<file path="config.mk">
export PLATFORM = sky130hd
export DESIGN_NAME = pc_fetch_stage_flat
export DESIGN_NICKNAME = d
export VERILOG_FILES = /design/src/rtl/pc_fetch_stage_if.sv /design/src/rtl/pc_fetch_stage.sv /design/src/flat_wrapper.sv
export SDC_FILE = /design/constraint.sdc
export NUM_CORES = 1
export LEC_CHECK = 0
export ABC_AREA = 1
export BUFFER_PORTS_ARGS = -buffer_cell sky130_fd_sc_hd__buf_4
export CORE_MARGIN = 3
export CORE_UTILIZATION = 40
export DETAILED_ROUTE_END_ITERATION = 6
export PLACE_DENSITY = 0.65
export SLEW_MARGIN = 5
export SYNTH_ARGS = -nofsm -noshare
export SYNTH_HDL_FRONTEND = slang
export SYNTH_SLANG_ARGS = --single-unit
</file>
<file path="constraint.sdc">
create_clock -name clk -period 2.5 [get_ports clk]
set_input_delay 0.375 -clock clk [delete_from_list [all_inputs] [get_ports clk]]
set_output_delay 0.375 -clock clk [all_outputs]
set_load 0.05 [all_outputs]
</file>
<file path="src/rtl/pc_fetch_stage_if.sv">
// pc_fetch_stage_if -- fetch-stage bus: pipeline control, instruction memory
// port and IF/ID register outputs.
// Optional feature macro: PC_MISALIGN_TRAP_EN adds the misalign_o trap pulse.
// The master modport is the fetch stage. The slave modport is the surrounding
// pipeline and the instruction memory.
interface pc_fetch_stage_if #(
  parameter int unsigned ADDR_W = 32
);
  logic              stall_i;
  logic              flush_i;
  logic              redirect_i;
  logic [ADDR_W-1:0] redirect_addr_i;
  logic              halt_i;
  logic [ADDR_W-1:0] imem_addr_o;
  logic [31:0]       imem_data_i;
  logic              ifid_valid_o;
  logic [ADDR_W-1:0] ifid_pc_o;
  logic [ADDR_W-1:0] ifid_pc4_o;
  logic [31:0]       ifid_instr_o;
  logic              halted_o;
`ifdef PC_MISALIGN_TRAP_EN
  logic              misalign_o;

  modport master (
    input  stall_i, flush_i, redirect_i, redirect_addr_i, halt_i, imem_data_i,
    output imem_addr_o, ifid_valid_o, ifid_pc_o, ifid_pc4_o, ifid_instr_o,
           halted_o, misalign_o
  );
  modport slave (
    output stall_i, flush_i, redirect_i, redirect_addr_i, halt_i, imem_data_i,
    input  imem_addr_o, ifid_valid_o, ifid_pc_o, ifid_pc4_o, ifid_instr_o,
           halted_o, misalign_o
  );
`else
  modport master (
    input  stall_i, flush_i, redirect_i, redirect_addr_i, halt_i, imem_data_i,
    output imem_addr_o, ifid_valid_o, ifid_pc_o, ifid_pc4_o, ifid_instr_o,
           halted_o
  );
  modport slave (
    output stall_i, flush_i, redirect_i, redirect_addr_i, halt_i, imem_data_i,
    input  imem_addr_o, ifid_valid_o, ifid_pc_o, ifid_pc4_o, ifid_instr_o,
           halted_o
  );
`endif
endinterface

</file>
<file path="src/rtl/pc_fetch_stage.sv">
// pc_fetch_stage -- program counter, instruction fetch and IF/ID register.
// The BOOT/RUN/HALT FSM sequences the PC. The imem address is the PC register.
// The IF/ID register latches the instruction one cycle after it is fetched.
// Optional feature macro: PC_MISALIGN_TRAP_EN. When it is defined, a redirect
// to an address that is not a multiple of INSTR_BYTES is sent to TRAP_VEC
// instead, and misalign_o pulses for one cycle.
module pc_fetch_stage #(
  parameter int unsigned       ADDR_W      = 32,
  parameter logic [ADDR_W-1:0] RESET_VEC   = {ADDR_W{1'b0}},
  parameter int unsigned       INSTR_BYTES = 4,
  parameter logic [ADDR_W-1:0] TRAP_VEC    = ADDR_W'(32'h80)
) (
  input logic               clk,
  input logic               rst_n,
  pc_fetch_stage_if.master  bus
);

  typedef enum logic [1:0] {
    ST_BOOT = 2'd0,
    ST_RUN  = 2'd1,
    ST_HALT = 2'd2
  } state_e;

  localparam logic [ADDR_W-1:0] INC = ADDR_W'(INSTR_BYTES);

  state_e            state_q, state_d;
  logic [ADDR_W-1:0] pc_q, pc_d;
  logic              valid_q, valid_d;
  logic [ADDR_W-1:0] ifid_pc_q, ifid_pc_d;
  logic [ADDR_W-1:0] ifid_pc4_q, ifid_pc4_d;
  logic [31:0]       ifid_instr_q, ifid_instr_d;
  logic              halted_q, halted_d;
  logic [ADDR_W-1:0] pc_inc_s;
  logic              mis_s;
  logic [ADDR_W-1:0] target_s;
`ifdef PC_MISALIGN_TRAP_EN
  localparam logic [ADDR_W-1:0] ALIGN_MASK = ADDR_W'(INSTR_BYTES - 1);
  logic              misalign_q, misalign_d;
`endif

  // Sequential increment wraps naturally modulo 2^ADDR_W.
  assign pc_inc_s = pc_q + INC;

  // The redirect target, replaced by the trap vector when it is misaligned.
  always_comb begin
`ifdef PC_MISALIGN_TRAP_EN
    mis_s = |(bus.redirect_addr_i & ALIGN_MASK);
`else
    mis_s = 1'b0;
`endif
    if (mis_s) begin
      target_s = TRAP_VEC;
    end else begin
      target_s = bus.redirect_addr_i;
    end
  end

  // Next-state logic. Priority is redirect > halt > stall > sequential.
  always_comb begin
    state_d      = state_q;
    pc_d         = pc_q;
    valid_d      = valid_q;
    ifid_pc_d    = ifid_pc_q;
    ifid_pc4_d   = ifid_pc4_q;
    ifid_instr_d = ifid_instr_q;
`ifdef PC_MISALIGN_TRAP_EN
    misalign_d   = 1'b0;
`endif
    case (state_q)
      ST_BOOT: begin
        pc_d    = RESET_VEC;
        valid_d = 1'b0;
        state_d = ST_RUN;
      end
      ST_RUN: begin
        if (bus.redirect_i) begin
          pc_d    = target_s;
          valid_d = 1'b0;
`ifdef PC_MISALIGN_TRAP_EN
          misalign_d = mis_s;
`endif
        end else if (bus.halt_i) begin
          state_d = ST_HALT;
          valid_d = 1'b0;
        end else if (bus.stall_i) begin
          if (bus.flush_i) begin
            valid_d = 1'b0;
          end else begin
            valid_d = valid_q;
          end
        end else begin
          pc_d         = pc_inc_s;
          valid_d      = ~bus.flush_i;
          ifid_pc_d    = pc_q;
          ifid_pc4_d   = pc_inc_s;
          ifid_instr_d = bus.imem_data_i;
        end
      end
      ST_HALT: begin
        // Only a redirect leaves HALT. Stall and flush are ignored here.
        if (bus.redirect_i) begin
          pc_d    = target_s;
          valid_d = 1'b0;
          state_d = ST_RUN;
`ifdef PC_MISALIGN_TRAP_EN
          misalign_d = mis_s;
`endif
        end else begin
          state_d = ST_HALT;
        end
      end
      default: begin
        state_d = ST_BOOT;
        pc_d    = RESET_VEC;
        valid_d = 1'b0;
      end
    endcase
    halted_d = (state_d == ST_HALT);
  end

  // State, PC and IF/ID registers. All outputs come directly from these.
  always_ff @(posedge clk or negedge rst_n) begin
    if (!rst_n) begin
      state_q      <= ST_BOOT;
      pc_q         <= RESET_VEC;
      valid_q      <= 1'b0;
      ifid_pc_q    <= {ADDR_W{1'b0}};
      ifid_pc4_q   <= {ADDR_W{1'b0}};
      ifid_instr_q <= 32'h0;
      halted_q     <= 1'b0;
`ifdef PC_MISALIGN_TRAP_EN
      misalign_q   <= 1'b0;
`endif
    end else begin
      state_q      <= state_d;
      pc_q         <= pc_d;
      valid_q      <= valid_d;
      ifid_pc_q    <= ifid_pc_d;
      ifid_pc4_q   <= ifid_pc4_d;
      ifid_instr_q <= ifid_instr_d;
      halted_q     <= halted_d;
`ifdef PC_MISALIGN_TRAP_EN
      misalign_q   <= misalign_d;
`endif
    end
  end

  assign bus.imem_addr_o  = pc_q;
  assign bus.ifid_valid_o = valid_q;
  assign bus.ifid_pc_o    = ifid_pc_q;
  assign bus.ifid_pc4_o   = ifid_pc4_q;
  assign bus.ifid_instr_o = ifid_instr_q;
  assign bus.halted_o     = halted_q;
`ifdef PC_MISALIGN_TRAP_EN
  assign bus.misalign_o   = misalign_q;
`endif

endmodule

</file>
<file path="src/flat_wrapper.sv">
// flat-port wrapper written by rule: the top's interface ports become plain ports
module pc_fetch_stage_flat 
#(
  parameter int unsigned       ADDR_W      = 32,
  parameter logic [ADDR_W-1:0] RESET_VEC   = {ADDR_W{1'b0}},
  parameter int unsigned       INSTR_BYTES = 4,
  parameter logic [ADDR_W-1:0] TRAP_VEC    = ADDR_W'(32'h80)
)
  (clk, rst_n, bus_stall_i, bus_flush_i, bus_redirect_i, bus_redirect_addr_i, bus_halt_i, bus_imem_data_i, bus_imem_addr_o, bus_ifid_valid_o, bus_ifid_pc_o, bus_ifid_pc4_o, bus_ifid_instr_o, bus_halted_o);
  pc_fetch_stage_if #(.ADDR_W(ADDR_W)) bus_i ();
  input logic clk;
  input logic rst_n;
  input wire logic [$bits(bus_i.stall_i)-1:0] bus_stall_i;
  input wire logic [$bits(bus_i.flush_i)-1:0] bus_flush_i;
  input wire logic [$bits(bus_i.redirect_i)-1:0] bus_redirect_i;
  input wire logic [$bits(bus_i.redirect_addr_i)-1:0] bus_redirect_addr_i;
  input wire logic [$bits(bus_i.halt_i)-1:0] bus_halt_i;
  input wire logic [$bits(bus_i.imem_data_i)-1:0] bus_imem_data_i;
  output wire logic [$bits(bus_i.imem_addr_o)-1:0] bus_imem_addr_o;
  output wire logic [$bits(bus_i.ifid_valid_o)-1:0] bus_ifid_valid_o;
  output wire logic [$bits(bus_i.ifid_pc_o)-1:0] bus_ifid_pc_o;
  output wire logic [$bits(bus_i.ifid_pc4_o)-1:0] bus_ifid_pc4_o;
  output wire logic [$bits(bus_i.ifid_instr_o)-1:0] bus_ifid_instr_o;
  output wire logic [$bits(bus_i.halted_o)-1:0] bus_halted_o;
  assign bus_i.stall_i = bus_stall_i;
  assign bus_i.flush_i = bus_flush_i;
  assign bus_i.redirect_i = bus_redirect_i;
  assign bus_i.redirect_addr_i = bus_redirect_addr_i;
  assign bus_i.halt_i = bus_halt_i;
  assign bus_i.imem_data_i = bus_imem_data_i;
  assign bus_imem_addr_o = bus_i.imem_addr_o;
  assign bus_ifid_valid_o = bus_i.ifid_valid_o;
  assign bus_ifid_pc_o = bus_i.ifid_pc_o;
  assign bus_ifid_pc4_o = bus_i.ifid_pc4_o;
  assign bus_ifid_instr_o = bus_i.ifid_instr_o;
  assign bus_halted_o = bus_i.halted_o;
  pc_fetch_stage #(.ADDR_W(ADDR_W), .RESET_VEC(RESET_VEC), .INSTR_BYTES(INSTR_BYTES), .TRAP_VEC(TRAP_VEC)) u_core (.clk(clk), .rst_n(rst_n), .bus(bus_i));
endmodule
</file>
==> metrics.txt <==
outcome=completed; H-tree levels=4; TritonCTS Sinks=130; met2 usage=35.7%; placed cells=1,185; Initial Utilization=41.0%; Worst path top cell family by delay=buffers and inverters; Synth cell types=25; core region area=15,200 sq um; Max Slew Vio Count=0; DRT iter0 DRCs=343; Worst Path Arrival=2.46 ns; CP Cell Sequence=inv_1 -> ha_1 -> inv_2 -> nor2_4 -> inv_2 -> o21ai_4 -> inv_2 -> nand2_1 -> inv_2 -> nand2_1 -> o21ai_0; combinational fraction of design power=52.6%; min-delay src=bus_imem_data_i[27]; Adder-Cell Fraction of Synth Area=1.00%; Sw Ratio=50.8%; ANT cells=0; most frequent CP cell=inv_2; largest net degree at the start of global routing=77; Net Switching=6.78 mW; slowest library cell on the worst path=o21ai_4; critical path endpoint category=register; first-pass GRT wire length=28,900 um; number of synthesized register bits=130; Post-Syn Area=6230 sq um; Die X=131 um; M3 GR Usage=4.67%; Hold Path Sink=u_core.bus.ifid_instr_o[27]$_DFFE_PN0P_; CTS tree=done; mux cell area share after synthesis=0%; nets@finish=1,092; drt pass-1 iters=5; setup violators final=0; FP Rows=45; clk_lat worst skew=0.41 ns; routed len/inst=15.1 um; I/O Pins=200; dominant synthesized flop cell=dfrtp_1; count of input and output buffers=199; Simple-Gate Fraction of Synth Area=32.4%; Hold Violations, Final=0; main combinational cell family by area after synthesis=simple AND/OR/NAND/NOR gates; Root Buffer=clkbuf_16; RSZ-0062 raised after global routing=no; Synth Area per Inst=7.59 sq um; reg2reg setup slack=0.32 ns; Synth area leaders=dfrtp_1 (52%), nand2_1 (25%), o21ai_0 (4.4%); fin crit share=87.4%; data required time of the worst path=2.78 ns; Worst Path Max Fanout=30; Setup Skew=0.00848 ns; reg2reg path depth=11; EDFF count, synth=0; Leak=4.51 nW; CP Launch Type=register; post-synth top area cell=dfrtp_1; initial antenna violation count=0; Layout area overhead=36.6%; top-count cell post-synth=nand2_1; crit-path max cell delay=0.44 ns; XOR/XNOR Fraction of Synth Area=1.36%; setup TNS=0 ns; vias in the first global route=5,652; Most Crowded Layer GR=met2; sequential power share=28.4%; sequential area share after synthesis=52.2%; f_max=458 MHz; compound-gate portion of the synthesized area=6.82%; final wirelength=18,400 um; Slew HR=58.8%; antenna-violating nets left=0; overall routing resource usage=21.9%; met1 global-route usage=29.2%; Overall Power=13.3 mW; Slew @ Worst Pin=0.617 ns; class of the worst hold path=in -> reg; terminus of the critical flop-to-flop path=u_core.bus.imem_addr_o[2]$_DFFE_PN0P_; post_cts resized=0; postcts setup bufs=0; hold depth=3; clock power share=19.0%; syn nets=896; CTS clock-pin slew for the worst setup and hold paths=0.06 ns; asr flop ratio synth=100%; clock period minus worst slack=2.18 ns; Final Non-Filler Cells=1,218; PD cells=1570 nW/um^2; crit path kind=reg -> reg; Peak VDD IR=0.719 mV; share of the synthesized area in the top cell type=52.2%; Max Cap Viol=0; Synth top cells by count=nand2_1 (418), dfrtp_1 (130), o21ai_0 (55); Internal=6.57 mW; GPL Wtd Cong=0.863; Die Y=131 um; synth warn=0; routed vias=5,824; vias per inst=4.78; hold_buf cts=1; Cells after Synth=821; RR Startpoint=u_core.state_q[1]$_DFF_PN0_; WP buf/inv=5; number of remaining DRC errors=0; share of cells above drive strength 1=26.1%; total clock buffers created by CTS=17; dpl hpwl=13,400 um; CTS max path bufs=2; GRT overflow=0; die area=17,100 sq um
-- power groups by stage --
stage | combinational, mW | sequential [mW] | clock, mW
4_1_cts | 7.08 | 3.78 | 2.59
5_1_grt | 7.47 | 3.92 | 2.67
3_5_place_dp | 7.05 | 3.80 | 0
3_3_place_gp | 6.99 | 3.79 | 0
2_1_floorplan | 1.68 | 6.87 | 0
6_report | 7.02 | 3.79 | 2.54
-- metrics by stage --
step / setup WS [ns] / hold WS, ns / area (sq um) / util, %
4_1_cts: 0.310 / 0.137 / 8520 / 56.0
3_3_place_gp: 0.490 / 0.357 / 7900 / 52.0
5_1_grt: 0.122 / 0.148 / 8520 / 56.0
2_1_floorplan: 0.591 / 0.0794 / 6230 / -
3_5_place_dp: 0.372 / 0.353 / 7900 / 52.0
6_report: 0.316 / 0.156 / 8520 / 56.0
-- cells in the final DEF, fill, tap and decap left out, types with 2 or more instances in the layout --
master     netlist  final
inv_1           51     51
buf_4            5    207
inv_2            5      5
o22ai_1          2      2
a21oi_1          3      3
buf_12           0      2
xor2_1           6      6
ha_1             5      5
nor2_4           4      4
nand2_2          9      8
nor2_2           7      7
o21ai_1         18     18
dfrtp_1        130    130
o21ai_0         55     55
clkbuf_16        0     17
nand3_1         23     23
nor2_1          44     44
clkinv_2         0      5
clkbuf_8         0      3
clkbuf_1        13      2
xor2_2           2      2
bufinv_16        0      3
nand2_1        418    418
-- cells by family after synthesis --
logic type | count (synthesis)
adders and majority gates | 5
xor gates and xnor gates | 8
DFF | 130
and+or+nand+nor | 507
buffers and inverters | 90
AOI/OAI and AO/OA | 81
-- tightest hold or removal path: cells and delay by family --
kind          cells  cell delay, ns
simple gates      2            0.09
buf+inv           1            0.08
-- sequential cells by signal (all words and copies together) (netlist names) --
name	flops
u_core.bus.ifid_pc4_o	32
u_core.state_q	2
u_core.bus.halted_o	1
u_core.bus.ifid_pc_o	30
u_core.bus.ifid_instr_o	32
u_core.bus.imem_addr_o	32
u_core.bus.ifid_valid_o	1
-- metal layers --
metal	up-vias	wire length (um)
met5	-	0
met4	0	278
met3	19	1070
met2	183	8910
met1	2699	8140
li1	2923	-
-- how the worst max path moves through the flow --
stage | start | end | slack, ns | cells after the start
floorplan | u_core.bus.imem_addr_o[3]$_DFFE_PN0P_ | u_core.bus.imem_addr_o[20]$_DFFE_PN0P_ | 0.59 | 10
global route | u_core.state_q[1]$_DFF_PN0_ | u_core.bus.imem_addr_o[2]$_DFFE_PN0P_ | 0.12 | 11
detailed placement | u_core.state_q[1]$_DFF_PN0_ | u_core.bus.imem_addr_o[5]$_DFFE_PN0P_ | 0.37 | 11
CTS | u_core.state_q[1]$_DFF_PN0_ | u_core.bus.imem_addr_o[2]$_DFFE_PN0P_ | 0.31 | 11
finish | u_core.state_q[1]$_DFF_PN0_ | u_core.bus.imem_addr_o[2]$_DFFE_PN0P_ | 0.32 | 11
global placement | u_core.state_q[1]$_DFF_PN0_ | u_core.bus.imem_addr_o[5]$_DFFE_PN0P_ | 0.49 | 11
-- layout make-up --
type / count / area, sq um
clock inverters: 10 / 131
clock buffers: 22 / 474
inverters: 56 / 210
fillers: 1468 / 6690
repair buffers: 211 / 1620
flip-flops and latches: 130 / 3250
well taps: 188 / 235
multi-input cells: 601 / 2600
(Power assumes the default switching activity.)
